File: src/rtl/load_ou_buffered.sv
// rtl/load_ou_buffered.sv - parametrised LSQ load unit with credit-bounded issue and in-order result FIFO
module load_ou_buffered #(
    parameter logic [2:0]         LOAD_FN3        = 3'b101,
    parameter logic signed [31:0] ADDR_OFFSET     = 0,
    parameter int                 MAX_OUTSTANDING = 4,
    parameter int                 XLEN            = 32
) (
    input  logic            clk,
    input  logic            rst,
    input  logic [XLEN-1:0] data_in1,
    input  logic [XLEN-1:0] data_in2,
    input  logic            data_valid_in1,
    input  logic            data_valid_in2,
    output logic            data_in_ack1,
    output logic            data_in_ack2,
    output logic            uses_data_in1,
    output logic            uses_data_in2,
    output logic [XLEN-1:0] data_out,
    output logic            data_valid_out,
    input  logic            data_out_ack,
    output logic [XLEN-1:0] addr,
    output logic [XLEN-1:0] data,
    output logic [2:0]      fn3,
    output logic            load,
    output logic            store,
    output logic            new_request,
    input  logic            lsq_full,
    input  logic [XLEN-1:0] load_data,
    input  logic            load_complete,
    output logic            misaligned_err,
    output logic            protocol_err
);

    localparam int CW = $clog2(MAX_OUTSTANDING + 1);
    localparam int PW = (MAX_OUTSTANDING > 1) ? $clog2(MAX_OUTSTANDING) : 1;
    localparam logic [CW-1:0] MAX_C    = CW'(MAX_OUTSTANDING);
    localparam logic [PW-1:0] LAST_PTR = PW'(MAX_OUTSTANDING - 1);

    logic [CW-1:0]   credits;
    logic [CW-1:0]   pending;
    logic [CW-1:0]   count;
    logic [PW-1:0]   wr_ptr;
    logic [PW-1:0]   rd_ptr;
    logic [XLEN-1:0] mem [0:MAX_OUTSTANDING-1];

    logic issue;
    logic pop;
    logic accept;
    logic addr_misaligned;
    logic unused_inputs;

    assign unused_inputs = ^{data_in2, data_valid_in2};

    assign data_in_ack2  = 1'b0;
    assign uses_data_in1 = 1'b1;
    assign uses_data_in2 = 1'b0;
    assign data          = '0;
    assign fn3           = LOAD_FN3;
    assign load          = 1'b1;
    assign store         = 1'b0;

    assign addr = data_in1 + XLEN'(ADDR_OFFSET);

    // No pop bypass: a full credit pool blocks issue even while the head is popped.
    assign issue        = data_valid_in1 && !lsq_full && (credits < MAX_C) && !rst;
    assign new_request  = issue;
    assign data_in_ack1 = issue;

    assign data_valid_out = (count != '0);
    assign data_out       = data_valid_out ? mem[rd_ptr] : '0;
    assign pop            = data_valid_out && data_out_ack;
    assign accept         = load_complete && (pending != '0);

    always_comb begin
        addr_misaligned = 1'b0;
        case (LOAD_FN3[1:0])
            2'b01:   addr_misaligned = addr[0];
            2'b10:   addr_misaligned = (addr[1:0] != 2'b00);
            default: addr_misaligned = 1'b0;
        endcase
    end

    function automatic logic [PW-1:0] ptr_next(input logic [PW-1:0] p);
        return (p == LAST_PTR) ? '0 : p + 1'b1;
    endfunction

    always_ff @(posedge clk) begin
        if (rst) begin
            credits        <= '0;
            pending        <= '0;
            count          <= '0;
            wr_ptr         <= '0;
            rd_ptr         <= '0;
            misaligned_err <= 1'b0;
            protocol_err   <= 1'b0;
        end else begin
            if (issue && !pop)
                credits <= credits + 1'b1;
            else if (!issue && pop)
                credits <= credits - 1'b1;

            if (issue && !accept)
                pending <= pending + 1'b1;
            else if (!issue && accept)
                pending <= pending - 1'b1;

            if (accept && !pop)
                count <= count + 1'b1;
            else if (!accept && pop)
                count <= count - 1'b1;

            if (accept)
                wr_ptr <= ptr_next(wr_ptr);
            if (pop)
                rd_ptr <= ptr_next(rd_ptr);

            if (issue && addr_misaligned)
                misaligned_err <= 1'b1;
            if (load_complete && (pending == '0))
                protocol_err <= 1'b1;
        end
    end

    always_ff @(posedge clk) begin
        if (accept && !rst)
            mem[wr_ptr] <= load_data;
    end

endmodule
File: config.mk
export PLATFORM = sky130hd
export DESIGN_NAME = load_ou_buffered
export DESIGN_NICKNAME = d
export VERILOG_FILES = /design/src/rtl/load_ou_buffered.sv
export SDC_FILE = /design/constraint.sdc
export NUM_CORES = 1
export LEC_CHECK = 0
export BUFFER_PORTS_ARGS = -buffer_cell sky130_fd_sc_hd__buf_2
export CAP_MARGIN = 0
export CORE_MARGIN = 1
export CORE_UTILIZATION = 25
export DETAILED_ROUTE_END_ITERATION = 16
export SETUP_SLACK_MARGIN = 0.05
export SLEW_MARGIN = 30
export SYNTH_ARGS = -nofsm -noshare
export SYNTH_HDL_FRONTEND = slang
export SYNTH_SLANG_ARGS = --single-unit
File: constraint.sdc
create_clock -name clk -period 3.6 [get_ports clk]
set_input_delay 0.54 -clock clk [delete_from_list [all_inputs] [get_ports clk]]
set_output_delay 0.54 -clock clk [all_outputs]
set_load 0.02 [all_outputs]
# After elaboration in Yosys (flattened, before gate mapping)
# Memory sizes are Yosys's and may differ from the RTL's. A register that Yosys moved wholly into a read port is not among the register bits.
# Index checks and enable logic that the tools add are counted.
[totals] ff_bits=15 input_bits=103 out_inout_bits=109 n_memories=1 word_cells=57 mem_bits_rw=128
[classes] eq_ne=2 muxes=13 n_lt_le_gt_ge=1 add_sub_neg=8 n_reduce_logical=25
[mem_list] memory="mem" words=4 word_bits=32 rd=1 rd_ports_with_merged_regs=1 wr=1 line_no="44" text="logic [XLEN-1:0] mem [0:MAX_OUTSTANDING-1];"
[op_table] operator="2-to-1 mux 32 bit" n=1
[op_table] operator="2-to-1 mux 3 bit" n=6
[op_table] operator="logical AND 1 bit" n=14
[op_table] operator="adder 3 x 1 -> 3 bit, second input constant" n=3
[op_table] operator="subtractor 3 x 1 -> 3 bit, second input constant" n=3
[op_table] operator="2-to-1 mux 2 bit" n=4
[op_table] operator="nonzero test 2 bit" n=3
[op_table] operator="nonzero test 3 bit" n=2
[op_table] operator="zero test 1 bit" n=5
[op_table] operator="adder 2 x 1 -> 2 bit, second input constant" n=2
[op_table] operator="== test 2 bit, second input constant" n=2
[op_table] operator="zero test 3 bit" n=1
[op_table] operator="< comparator 3 bit, second input constant" n=1
[op_table] operator="2-to-1 mux 1 bit" n=2

# Longest topological paths before layout
# Gate-level depths: netlist of the first run.
[logic_depth] depth_word=8 ltp_mapped=8 ltp_nobuf=8

# Worst setup path before layout of the first run
# No wires, ideal clock.
[synth_path] path_type="in2reg" start="input port rst" end="register credits[2]" t_required_ns=3.530 setup_time_ns=0.070 slack_ns=0.399 n_path_buf=1 path_stages=8 t_arrival_ns=3.131 path_cell_list="clkbuf_1 > nor4b_1 > ha_1 > inv_1 > fa_1 > xor2_1 > or3_1 > a21oi_1"
[synth_via] elab_chain_cells=5 elab_cells_between_ends=7 cone_classes="1 x mux; 6 x reduce/logical"
[synth_rtl] item="from (decl)" line_no="9" text="input logic rst,"
[synth_rtl] item="zero test 1 bit (*)" line_no="65" text="assign issue = data_valid_in1 && !lsq_full && (credits < MAX_C) && !rst;"
[synth_rtl] item="logical AND 1 bit (*)" line_no="65"
[synth_rtl] item="via data_in_ack1" line_no="14" text="output logic data_in_ack1,"
[synth_rtl] item="zero test 1 bit" line_no="99" text="else if (!issue && pop)"
[synth_rtl] item="logical AND 1 bit" line_no="99"
[synth_rtl] item="nonzero test 2 bit (no source line)"
[synth_rtl] item="to (signal assigned)" line_no="98" text="credits <= credits + 1'b1;"
[synth_rtl] item="to (signal assigned)" line_no="100" text="credits <= credits - 1'b1;"
[synth_rtl] item="to (decl)" line_no="39" text="logic [CW-1:0] credits;"
# Mark *: on every way through the listed nets, which the timed path passes. The rest lies on a longest branch.
# A chain may end at the register's enable or synchronous reset.

==> flow_summary.ini, run 1 <==
[placed_design]
placed_cells = 718
hpwl_um = 8015
placed_area_sq_mm = 0.006586
post-place-ws_ps = 598.9
portBuffers = 76
gp_congestion = 0.6708

[clock_tree]
post_cts_buffers = 0
clock-sinks = 145
clk_pin_slew_ps = 60
h-tree-depth = 4
cts_buffer_depth = 2
cts_tree = built
cts_buffers = 17
cts_resized = 0
cts-root-buf = clkbuf_16
clkLatencyLatePin_ps = 420
holdBufCountCts = 0

[pwr]
p_sw_frac = 0.3147
power_switching_mw = 1.778
comb_power_share = 0.281
power.leakage_nw = 2.568
ir_worst_vdd_mv = 0.2973
power_frac_clock = 0.340
p_int_mw = 3.872
seqPwrFrac = 0.379
pwr_density_cell_mw_per_mm2 = 781.2

[synth]
ys_types = 25
yosysSeqAreaShare = 0.6709
synth_flop_cell = edfxtp_1
synth_edf_count = 128
synthCells = 362
synth_area_sq_mm = 0.006236
syn_avg_cell_area_sq_um = 17.23
synth-async-reset-ratio = 0
ys_ff_latch = 145
ys_warn_count = 0

[global_routing]
antenna_found_initial = 0
grt_pass1_vias = 3240
grt_use_total = 0.1017
overflow = 0
grt_pass1_wl_um = 18820
grt_max_degree = 33

[floorplan]
core_area_sq_mm = 0.02439
io_pins = 212
dieArea_sq_mm = 0.02558
die_h_um = 159.9
start_util = 0.2557
row_count = 57
dieWidth_um = 159.9

[finish]
n_antenna_cell = 0
fin_cells = 750
drive_above_1_share = 0.3451
design_area_sq_mm = 0.007233
syn2layout_area_growth_pct = 15.99
nets = 527

[hold_path]
hold_class = input pin to flop
hp-start = load_data[22]

[critical_path]
worstSetupStartpointType = flop
setup.worst_path.end_class = output port
crit_slowest_cell = dfxtp_2
worst-setup-path-type = flop to output port
slowest_delay_ps = 700
crit_chain = buf_12, mux4_2, nor2b_1, buf_2
arrival_ps = 2250
worst_r2r_startpoint = credits[2]
required_ps = 3060
crit_fanout = 19

[timing]
rsz0062_at_grt = false
maxSlewHeadroom = 0.3837
setup_viol = 0
slew_viol_final = 0
fin_setup_tns_ps = 0
holdWs_ps = 334.0
period_share = 0.7737
fin_ws_ps = 814.8
timing.fmax_ghz = 0.3590
timing.final.crit_period_ps = 2785
hold_viol = 0
skew_ps = 8.905
worst_slew_pin_slew_ps = 924.4

[run]
drv_cap = 0

[drt]
first_pass_iters = 4
totalWireLength_um = 12420
antenna_left = 0
drc = 0
vias = 3014
viasPerCell = 4.019
drt-initial-drc-count = 143
wl_per_cell_um = 16.56

[status]
outcome = finished, final reports clean
==> cell usage in the layout (no fill, tap or decap), types with 7 or more instances in the layout <==
cell type,instances
edfxtp_1,128
inv_1,7
a21oi_1,7
dfxtp_1,15
mux4_2,32
ha_1,8
conb_1,40
buf_2,76
nor2_1,11
clkbuf_16,17
nor2b_1,32
==> worst paths after layout <==
kind                   to  slack, ps  cells past startpoint
max           data_out[3]        810                      4
min            mem[3][22]        330                      1
max reg2reg    pending[2]       1030                      7
min reg2reg  protocol_err        470                      2
==> metrics by stage <==
step                      power, mW    util
final                         5.651  0.2966
after floorplan               3.347       -
after detailed placement      3.814  0.2700
after CTS                     5.756  0.2963
after global placement        3.751  0.2700
after global routing          5.956  0.2966
==> worst max-delay path: cells and delay by family (launching register included) <==
family                 cells  cell delay [ps]
buffers and inverters      2              450
AND/OR/NAND/NOR            1              150
multiplexers               1              530
flip-flops                 1              700
==> state kept, by name (all words and copies together) (netlist names), named ones only <==
name and cells:
wr_ptr 2, protocol_err 1, rd_ptr 2, credits 3
mem 128, misaligned_err 1, pending 3, count 3
==> final cells by class <==
type,count,area [sq um]
fillers,2440,17160
inverters,7,26.28
clock buffers,19,432.9
well taps,324,405.4
multi-input cells,163,1556
clock inverters,13,207.7
repair buffers,79,415.4
flip-flops and latches,145,4189
==> power by group through the flow <==
stage / logic (mW) / clock network [mW] / registers (mW)
2_1_floorplan: 1.24 / 0 / 2.11
5_1_grt: 1.74 / 2.04 / 2.17
4_1_cts: 1.64 / 1.97 / 2.15
3_5_place_dp: 1.63 / 0 / 2.19
3_3_place_gp: 1.58 / 0 / 2.17
6_report: 1.59 / 1.92 / 2.14
==> synth_stat cells (2+ instances only) <==
cell type / count / area (sq um)
clkbuf_1: 5 / 18.77
and2_1: 4 / 25.02
conb_1: 2 / 7.510
buf_6: 4 / 45.04
nor2_1: 11 / 41.29
buf_2: 3 / 15.01
nand2_1: 2 / 7.510
dfxtp_1: 17 / 340.3
o21ai_0: 3 / 15.01
inv_1: 7 / 26.28
edfxtp_1: 128 / 3844
mux2i_1: 5 / 50.05
or3_1: 5 / 31.28
xor2_1: 6 / 52.55
buf_4: 73 / 548.0
fa_1: 3 / 60.06
ha_1: 8 / 100.1
mux4_2: 32 / 720.7
a21oi_1: 7 / 35.03
nor2b_1: 32 / 200.2
==> logic make-up after synthesis <==
kind of cell,count (synthesis),synth area share
xor+xnor,6,0.008427
buf+inv,92,0.1047
mux,37,0.1236
flops,145,0.6709
compound gates,12,0.01264
fa+ha+maj,11,0.02568
other cells,2,0.001204
simple gates,57,0.05277
==> routing by layer <==
layer	GRT usage	vias to the layer above	wire (um)
met2	0.1696	121	6331
met4	0.08095	0	787
met3	0.02935	55	644
met1	0.1080	1504	4657
met5	0	-	0
li1	-	1334	-
No activity file was read; power rests on OpenSTA's default activity.
==> run 2: changes to the inputs <==
clock period = 2.9 ns   (was 3.6 ns; I/O delays follow)
==> run 2 against run 1 <==
- die area did not move
- design area rose by 0.50%
- clock power rose by 9.9%
- critical path depth did not move
- power rose by 20%
- largest power group unchanged
- highest routed layer is now met5
==> flow_summary.ini, run 2 (synthesis gave the netlist of run 1 again) <==
[clock_tree]
cts_buffers = 17
holdBufCountCts = 0
post_cts_buffers = 0
cts_buffer_depth = 2
clock-sinks = 145
h-tree-depth = 4
cts-root-buf = clkbuf_16
clkLatencyLatePin_ps = 420
cts_resized = 0
cts_tree = built
clk_pin_slew_ps = 60

[finish]
layout_common_cells = edfxtp_1 (128), buf_2 (76), conb_1 (40)
n_antenna_cell = 0
drive_above_1_share = 0.3744
final_common_cell = edfxtp_1
regMostFlops = mem
nets = 539
fin_cells = 762
nFillCells = 2446
largest_reg_flops = 128
syn2layout_area_growth_pct = 16.57
design_area_sq_mm = 0.007269

[drt]
vias = 3024
antenna_left = 0
drt-initial-drc-count = 125
totalWireLength_um = 12510
dr_wl_met2_um = 6558
wl_per_cell_um = 16.42
viasPerCell = 3.969
first_pass_iters = 4
route.top_layer_used = met5
dr_wl_met3_um = 715
drc = 0
wl_met1_um = 4648

[critical_path]
worst-setup-path-type = flop to output port
cp_top_family = multiplexers
crit_chain = buf_4, mux4_2, nor2b_1, buf_2
slowest_delay_ps = 600
crit_buf_inv = 2
crit_fanout = 22
setup.worst_path.end_class = output port
required_ps = 2470
arrival_ps = 2090
crit_slowest_cell = mux4_2
worstSetupStartpointType = flop

[global_routing]
antenna_found_initial = 2
overflow = 0
grt_max_degree = 29
grt_pass1_vias = 3319
grt_use_total = 0.1028
grt_pass1_wl_um = 19070

[timing]
fin_setup_tns_ps = 0
period_share = 0.8703
maxSlewHeadroom = 0.6582
timing.final.crit_period_ps = 2524
timing.fmax_ghz = 0.3962
slew_viol_final = 0
setup_viol = 0
rsz0062_at_grt = false
skew_ps = 9.049
hold_viol = 0
worst_slew_pin_slew_ps = 512.7

[floorplan]
dieWidth_um = 159.9
start_util = 0.2557
die_h_um = 159.9
core_area_sq_mm = 0.02439
dieArea_sq_mm = 0.02558
row_count = 57
io_pins = 212

[placed_design]
hpwl_um = 8429
portBuffers = 76
placed_area_sq_mm = 0.006695
placed_cells = 730
gp_congestion = 0.6951

[hold_path]
hold_class = input pin to flop

[pwr]
pwr_density_cell_mw_per_mm2 = 933.7
ir_worst_vdd_mv = 0.3691
power.leakage_nw = 2.610
power.total_mw = 6.788

[status]
outcome = finished, final reports clean

[run]
drv_cap = 0
[run 2: final timing paths]
kind	from	to	slack, ps	cells past startpoint
worst max-delay path	flop	data_out[22]	380	4
worst min-delay path	load_data[18]	mem[0][18]	230	1
worst min register to register	protocol_err	protocol_err	480	2
worst max register to register	pending[0]	pending[2]	680	7
[run 2: cell type report]
type	instances	area, sq um	share of cell area
Multi-Input combinational cell	163	1559	0.2145
Clock buffer	17	425.4	0.05852
Sequential cell	145	4187	0.5759
Timing Repair Buffer	91	518.0	0.07126
Inverter	7	26.28	0.003614
Tap cell	324	405.4	0.05577
Clock inverter	15	148.9	0.02048
[run 2: worst reg2reg max path, stage by stage (launching register included)]
cell and delay (ps):
dfxtp_1 380, o31ai_4 380, ha_1 280, inv_1 70
fa_1 390, xor2_1 170, or3_1 320, a21oi_1 170
[run 2: metal layers]
layer / global-route usage / vias to the layer above
li1: - / 1352
met1: 0.1063 / 1518
met2: 0.1789 / 105
met3: 0.03351 / 45
met4: 0.06623 / 4
met5: 0 / -
[run 2: through the flow]
stage / util / setup slack, ps / hold slack, ps
3_3_place_gp: 0.2745 / 634.2 / 457.3
6_report: 0.2980 / 376.2 / 234.3
2_1_floorplan: - / 272.0 / 463.4
3_5_place_dp: 0.2745 / 535.6 / 453.1
4_1_cts: 0.2980 / 293.0 / 206.4
5_1_grt: 0.2980 / 247.6 / 208.1
[run 2: power by group]
group / internal [mW] / total [mW] / leakage (nW) / switching, mW
registers: 2.47 / 2.60 / 1.30 / 0.130
logic: 0.844 / 2.08 / 1.04 / 1.24
clock network: 1.20 / 2.11 / 0.277 / 0.902
